[src/rtl/uart_tx_stage.sv]
// uart_tx_stage: buffers upstream bytes in a small FIFO and serialises them as 8N1 UART frames on tx.
// Define UART_TX_PARITY_EN to insert an even-parity bit between the data bits and the stop bit.
module uart_tx_stage #(
   parameter int CLKS_PER_BIT = 868,
   parameter int FIFO_DEPTH = 4
) (
   input  logic clka,
   input  logic rst,
   input  logic in_valid,
   input  logic [7:0] in_data,
   output logic in_ready,
   output logic tx,
   output logic busy,
   output logic [$clog2(FIFO_DEPTH):0] fifo_count
);
   localparam int AW = $clog2(FIFO_DEPTH);
   localparam int BW = $clog2(CLKS_PER_BIT);
   localparam logic [BW-1:0] LAST = BW'(CLKS_PER_BIT - 1);
   localparam logic [AW:0] FULL = (AW+1)'(FIFO_DEPTH);
`ifdef UART_TX_PARITY_EN
   typedef enum logic [2:0] {IDLE, START, DATA, PARITY, STOP} state_t;
   logic r_par;
`else
   typedef enum logic [1:0] {IDLE, START, DATA, STOP} state_t;
`endif
   state_t r_state;
   logic [7:0] r_mem [FIFO_DEPTH];
   logic [AW-1:0] r_wp, r_rp;
   logic [AW:0] r_count;
   logic [BW-1:0] r_baud;
   logic [2:0] r_bit;
   logic [7:0] r_shift;
   logic r_tx;
   logic w_push, w_pop, w_last;
   logic [7:0] w_head;
   assign in_ready = (r_count != FULL);
   assign w_push = in_valid && in_ready;
   assign w_last = (r_baud == LAST);
   assign w_pop = (r_count != '0) && (r_state == IDLE || (r_state == STOP && w_last));
   assign w_head = r_mem[r_rp];
   assign tx = r_tx;
   assign busy = (r_state != IDLE);
   assign fifo_count = r_count;
   always_ff @(posedge clka) begin
      if (w_push) r_mem[r_wp] <= in_data;
   end
   always_ff @(posedge clka or posedge rst) begin
      if (rst) begin
         r_state <= IDLE;
         r_wp <= '0;
         r_rp <= '0;
         r_count <= '0;
         r_baud <= '0;
         r_bit <= '0;
         r_shift <= '0;
         r_tx <= 1'b1;
`ifdef UART_TX_PARITY_EN
         r_par <= 1'b0;
`endif
      end else begin
         if (w_push) r_wp <= r_wp + AW'(1);
         if (w_pop) r_rp <= r_rp + AW'(1);
         r_count <= r_count + (AW+1)'(w_push) - (AW+1)'(w_pop);
         r_baud <= (r_state == IDLE || w_last) ? '0 : r_baud + BW'(1);
         // A pop always starts a new frame, from IDLE or straight out of STOP.
         if (w_pop) begin
            r_shift <= w_head;
            r_tx <= 1'b0;
            r_state <= START;
`ifdef UART_TX_PARITY_EN
            r_par <= ^w_head;
`endif
         end else if (w_last) begin
            case (r_state)
               START: begin
                  r_tx <= r_shift[0];
                  r_bit <= '0;
                  r_state <= DATA;
               end
               DATA: begin
                  if (r_bit == 3'd7) begin
`ifdef UART_TX_PARITY_EN
                     r_tx <= r_par;
                     r_state <= PARITY;
`else
                     r_tx <= 1'b1;
                     r_state <= STOP;
`endif
                  end else begin
                     r_shift <= {1'b0, r_shift[7:1]};
                     r_tx <= r_shift[1];
                     r_bit <= r_bit + 3'd1;
                  end
               end
`ifdef UART_TX_PARITY_EN
               PARITY: begin
                  r_tx <= 1'b1;
                  r_state <= STOP;
               end
`endif
               STOP: r_state <= IDLE;
               default: r_state <= IDLE;
            endcase
         end
      end
   end
endmodule

[config.mk]
export PLATFORM = sky130hd
export DESIGN_NAME = uart_tx_stage
export DESIGN_NICKNAME = d
export VERILOG_FILES = /design/src/rtl/uart_tx_stage.sv
export SDC_FILE = /design/constraint.sdc
export NUM_CORES = 1
export LEC_CHECK = 0
export ABC_AREA = 0
export CAP_MARGIN = 40
export CORE_ASPECT_RATIO = 1.25
export CORE_MARGIN = 2
export CORE_UTILIZATION = 53
export DETAILED_ROUTE_END_ITERATION = 6
export GPL_TIMING_DRIVEN = 0
export PLACE_DENSITY_LB_ADDON = 0.05
export REMOVE_ABC_BUFFERS = 1
export SETUP_SLACK_MARGIN = 0.02
export SLEW_MARGIN = 20
export SYNTH_ARGS = -nofsm -noshare
export SYNTH_HDL_FRONTEND = slang
export SYNTH_SLANG_ARGS = --single-unit
[constraint.sdc]
create_clock -name clka -period 2.6 [get_ports clka]
set_clock_uncertainty 0.2 [all_clocks]
set_input_delay 0.65 -clock clka [delete_from_list [all_inputs] [get_ports clka]]
set_output_delay 0.65 -clock clka [all_outputs]
set_load 0.02 [all_outputs]
# Yosys cells after proc, flatten, opt, wreduce, memory -nomap -nowiden
# Memory sizes are Yosys's and may differ from the RTL's.
# Index checks and enable logic that the tools add are counted.
dict set report op_classes {
  bitwise 1
  addsub 6
  n_lt_le_gt_ge 0
  shifts 0
  reduce_logical 16
  n_mux 17
  n_eq_ne 9
  div 0
  mul 0
}
# cell n
set op_table {}
lappend op_table {{$mux W8} 4}
lappend op_table {{$add A10 B1 Y10 const B} 1}
lappend op_table {{$eq A10 B10 Y1 const B} 1}
lappend op_table {{$mux W10} 1}
lappend op_table {{$reduce_bool A2 Y1} 4}
lappend op_table {{$mux W2} 3}
lappend op_table {{$ne A3 B3 Y1 const B} 2}
lappend op_table {{$pmux W3 S2} 1}
lappend op_table {{$reduce_bool A3 Y1} 2}
lappend op_table {{$mux W1} 5}
lappend op_table {{$add A2 B1 Y2 const B} 2}
lappend op_table {{$eq A2 B2 Y1 const B} 2}
lappend op_table {{$ne A2 B2 Y1 const B} 2}
lappend op_table {{$pmux W2 S2} 1}
lappend op_table {{$reduce_and A2 Y1} 2}
lappend op_table {{$reduce_and A4 Y1} 1}
lappend op_table {{$add A3 B1 Y3} 1}
lappend op_table {{$add A3 B1 Y3 const B} 1}
lappend op_table {{$eq A3 B3 Y1 const B} 1}
lappend op_table {{$logic_and A1 B1 Y1} 3}
lappend op_table {{$mux W3} 1}
lappend op_table {{$reduce_and A3 Y1} 1}
lappend op_table {{$sub A3 B1 Y3} 1}
lappend op_table {{$eq A2 B1 Y1 const B} 1}
lappend op_table {{4 further kinds} 5}
dict set report totals {
  mem_bits_ro 0
  regBits 31
  output_inout_bits 6
  ramBits 32
  mem_count 1
  latchBits 0
}
# memory depth width rd rd_ports_with_merged_regs wr line_no
set memory_table {}
lappend memory_table {r_mem 4 8 1 0 1 27} ;# logic [7:0] r_mem [FIFO_DEPTH];

# Logic depth before layout (Yosys ltp)
dict set report logic_depth {
  depth_word 6
  ltp_mapped 11
}

# Worst setup path before layout
# No wires, ideal clock.
dict set report synth_timing {
  kind {register -> register}
  from {register r_baud[0]}
  to {register r_count[2], in the netlist fifo_count[2]}
  t_arrival_ps 2452
  required_time_ps 2277
  period_less_slack_ps 2774
  path_slack_ps -174
  stages_incl_launch_ff 12
  cell_sequence {dfrtp_1 > ha_1 > and4bb_2 > a31oi_4 > or2_4 > buf_6 > inv_1 > ha_1 > inv_1 > ha_1 > fa_1 > xnor2_1}
}
dict set report synth_between {
  elab_chain_cells 5
}
# element line_no
set synth_rtl {}
lappend synth_rtl {{from (decl)} 30} ;# logic [BW-1:0] r_baud;
lappend synth_rtl {{from (signal assigned)} 64} ;# r_baud <= (r_state == IDLE || w_last) ? '0 : r_baud + BW'(1);
lappend synth_rtl {{$eq A10 B10 Y1} 38} ;# assign w_last = (r_baud == LAST);
lappend synth_rtl {{$logic_and A1 B1 Y1} 39} ;# assign w_pop = (r_count != '0) && (r_state == IDLE || (r_state == STOP && w_last));
lappend synth_rtl {{$logic_or A1 B1 Y1} 39}
lappend synth_rtl {{$logic_and A1 B1 Y1} 39}
lappend synth_rtl {{$sub A3 B1 Y3} 63} ;# r_count <= r_count + (AW+1)'(w_push) - (AW+1)'(w_pop);
lappend synth_rtl {{to (signal assigned)} 63}
lappend synth_rtl {{to (decl)} 29} ;# logic [AW:0] r_count;
# Every way passes these cells.
# A chain may end at the register's enable or synchronous reset.

# Worst setup path after layout
# Ends and elaborated chain as after synthesis.

==> flow_metrics.py <==
metrics = {
    "critical_path": {
        "arrival_ps": 2530,
        "r2r_setup_slack_ps": 90,
        "startpoint_type": "flip-flop",
        "cp-end-kind": "flip-flop",
        "r2r_end": "fifo_count[2]$_DFF_PP0_",
        "criticalPathCategory": "flip-flop to flip-flop",
        "critPathMaxFanout": 4,
        "r2r_cells": 10,
        "required_ps": 2620,
        "reg2reg_from": "r_baud[0]$_DFF_PP0_",
    },
    "route": {
        "via_count": 1641,
        "drc_errors": 0,
        "detail-route-antenna-nets": 0,
        "wl_per_cell_um": 16.4,
        "firstDrtPassIters": 4,
        "drtIter0Drc": 83,
        "routed_wl_um": 4850,
        "routed_via_density": 5.54,
    },
    "grt": {
        "track_usage_pct": 18.2,
        "grt_pass1_wl_um": 8250,
        "grt_pass1_vias": 1741,
        "grt_max_degree": 32,
        "antenna_found_initial": 0,
        "overflow": 0,
    },
    "cts": {
        "cts.sinks": 63,
        "path_clk_slew_ps": 70,
        "cts_hold_buf": 0,
        "htreeDepth": 3,
        "cts_tree": "built",
        "cts-root-buf": "clkbuf_8",
        "clk_path_buf_depth": 2,
        "clkLatencyLatePin_ps": 330,
        "numCtsBuffers": 9,
    },
    "synthesis": {
        "synth-seq-cells": 63,
        "synthXorXnorAreaFrac_pct": 3.62,
        "synth_compound_area_share_pct": 4.05,
        "synth_area_leaders": "edfxtp_1 33%, dfrtp_1 26%, mux4_2 6.2%",
        "yosysUniqueCellTypes": 42,
        "syn_inst": 196,
        "synth.largest_area_cell": "edfxtp_1",
        "synth_top_area_share_pct": 33.1,
        "avgSynthCellArea_sq_um": 14.8,
        "synth.yosys.seq_area_share_pct": 59.9,
        "synth_ff_type": "edfxtp_1",
        "synth_top_family_by_area": "multiplexers",
        "synth-edff-count": 32,
        "synthMuxAreaShare_pct": 11.9,
        "synth_simple_gate_area_share_pct": 11.5,
        "synthArstFlopShare_pct": 49.2,
        "synth_area_sq_um": 2900,
        "ys_warn_count": 0,
        "synthAdderAreaFrac_pct": 6.29,
    },
    "die": {
        "initial_core_util_pct": 54.1,
        "core_sq_um": 5370,
        "die_h_um": 86.7,
        "die_w_um": 70.2,
        "io_pins": 17,
        "die_area_sq_um": 6090,
        "num_rows": 30,
    },
    "pwr": {
        "seqPwrFrac_pct": 49.3,
        "pwr-share-comb_pct": 17.3,
        "peakVddDrop_mv": 0.488,
        "internal-power_uw": 1940,
        "power_density_nw_per_um2": 755,
        "total_power_uw": 2600,
        "clkPwrFrac_pct": 33.4,
        "sw_frac_of_total_pct": 25.3,
        "leakage_uw": 0.00140,
        "p_switching_uw": 657,
    },
    "layout": {
        "layout_common_cells": "32 x edfxtp_1, 30 x dfrtp_1, 15 x clkdlybuf4s50_1",
        "drive_above_1_share_pct": 25.4,
        "layout.cells.non_filler": 296,
        "stdcell_area_sq_um": 3440,
        "antennaDiodeCount": 0,
        "syn2layout_area_growth_pct": 18.4,
        "fill_cells": 417,
        "layout.nets": 252,
        "final_common_cell": "edfxtp_1",
    },
    "sta": {
        "finalCritPeriodShare_pct": 96.5,
        "min_period_ps": 2510,
        "slew_viol_final": 0,
        "rsz0062_at_grt": "yes",
        "setup_viol": 0,
        "worst_pin_slew_ps": 662,
        "timing.slew.headroom_pct": 55.8,
        "final_hold_viol_count": 0,
        "fmax_mhz": 398,
    },
    "run": {
        "drv_cap": 0,
    },
    "min_path": {
        "min_path_cells": 1,
        "hold_class": "flip-flop to flip-flop",
        "min_from": "r_bit[0]$_DFFE_PP0P_",
        "hold_end": "r_bit[0]$_DFFE_PP0P_",
    },
    "placement": {
        "io_buffers": 16,
        "gp_congestion": 0.705,
        "place_inst": 271,
        "place_area_sq_um": 3110,
        "dp_hpwl_um": 3380,
    },
    "outcome": {
        "outcome": "finished, final reports clean",
    },
}
[synth_stat cells, types with 5 or more instances]
master    number
nor2_1        12
edfxtp_1      32
dfrtp_1       30
mux2_2         7
a21oi_1        5
mux4_2         8
xnor2_1        6
nand2_1        5
inv_1         13
ha_1          13
xor2_1         6
and3_1         8
[layer usage]
| metal | GRT usage (%) | vias up | wire, um | part of all wire (%) |
|---|---|---|---|---|
| met3 | 3.95 | 8 | 111 | 2.3 |
| li1 | - | 786 | - | - |
| met4 | 9.79 | 0 | 82 | 1.7 |
| met1 | 20.6 | 820 | 2020 | 42 |
| met5 | 0 | - | 0 | 0 |
| met2 | 32.0 | 27 | 2630 | 54 |
[state kept, by name, summed over array words and instances, names as in the netlist]
signal,count
r_mem,32
tx,1
r_state,2
r_bit,3
r_rp,2
r_baud,10
r_shift,8
r_wp,2
fifo_count,3
[worst max-delay path by stage]
stage,from,to,cells past startpoint
2_1_floorplan,r_baud[0]$_DFF_PP0_,fifo_count[2]$_DFF_PP0_,10
3_3_place_gp,r_baud[0]$_DFF_PP0_,fifo_count[2]$_DFF_PP0_,10
3_5_place_dp,r_baud[0]$_DFF_PP0_,fifo_count[2]$_DFF_PP0_,10
4_1_cts,r_baud[2]$_DFF_PP0_,fifo_count[1]$_DFF_PP0_,8
5_1_grt,r_baud[0]$_DFF_PP0_,fifo_count[2]$_DFF_PP0_,10
6_report,r_baud[0]$_DFF_PP0_,fifo_count[2]$_DFF_PP0_,10
[cell type report]
class / instances / area (sq um) / share of cell area [%]
Tap cell: 64 / 80.1 / 2.33
Timing Repair Buffer: 25 / 226 / 6.59
Clock inverter: 6 / 75.1 / 2.18
Clock buffer: 10 / 128 / 3.71
Multi-Input combinational cell: 115 / 1140 / 33.2
Sequential cell: 63 / 1740 / 50.5
Inverter: 13 / 51.3 / 1.49
[what timing repair did]
action | CTS | global route
pin swaps | 4 | 8
hold endpoints to repair | 0 | 0
resized for setup | 5 | 9
endpoints found under the setup margin | 3 | 2
setup buffers | 2 | 7
[critical path, stage by stage (launching register included)]
cell      delay (ps)
dfrtp_1          430
ha_4             190
and4bb_2         240
a31oi_4          200
or2_4            160
inv_4             40
ha_4             250
inv_2             40
ha_4             150
fa_2             370
xnor2_2          140
[through the flow]
stage	util, %	hold WS, ps	worst slack (ps)	TNS [ps]
CTS	62.4	302	10.5	0
global route	64.1	330	14.6	0
floorplan	-	248	-127	-185
detailed placement	57.9	281	-409	-750
global placement	57.9	266	-314	-562
finish	64.1	294	90.1	0
[power groups by stage]
stage	clock, uW	combinational [uW]	sequential (uW)
finish	867	450	1280
global route	934	500	1290
CTS	891	426	1280
detailed placement	0	420	1290
global placement	0	388	1280
floorplan	0	226	1300
[kinds of logic after synthesis]
group,Yosys count
mux,22
xor+xnor,12
compound gates,16
flops,63
buf+inv,18
fa+ha+maj,14
simple gates,51
(Power assumes the default switching activity.)
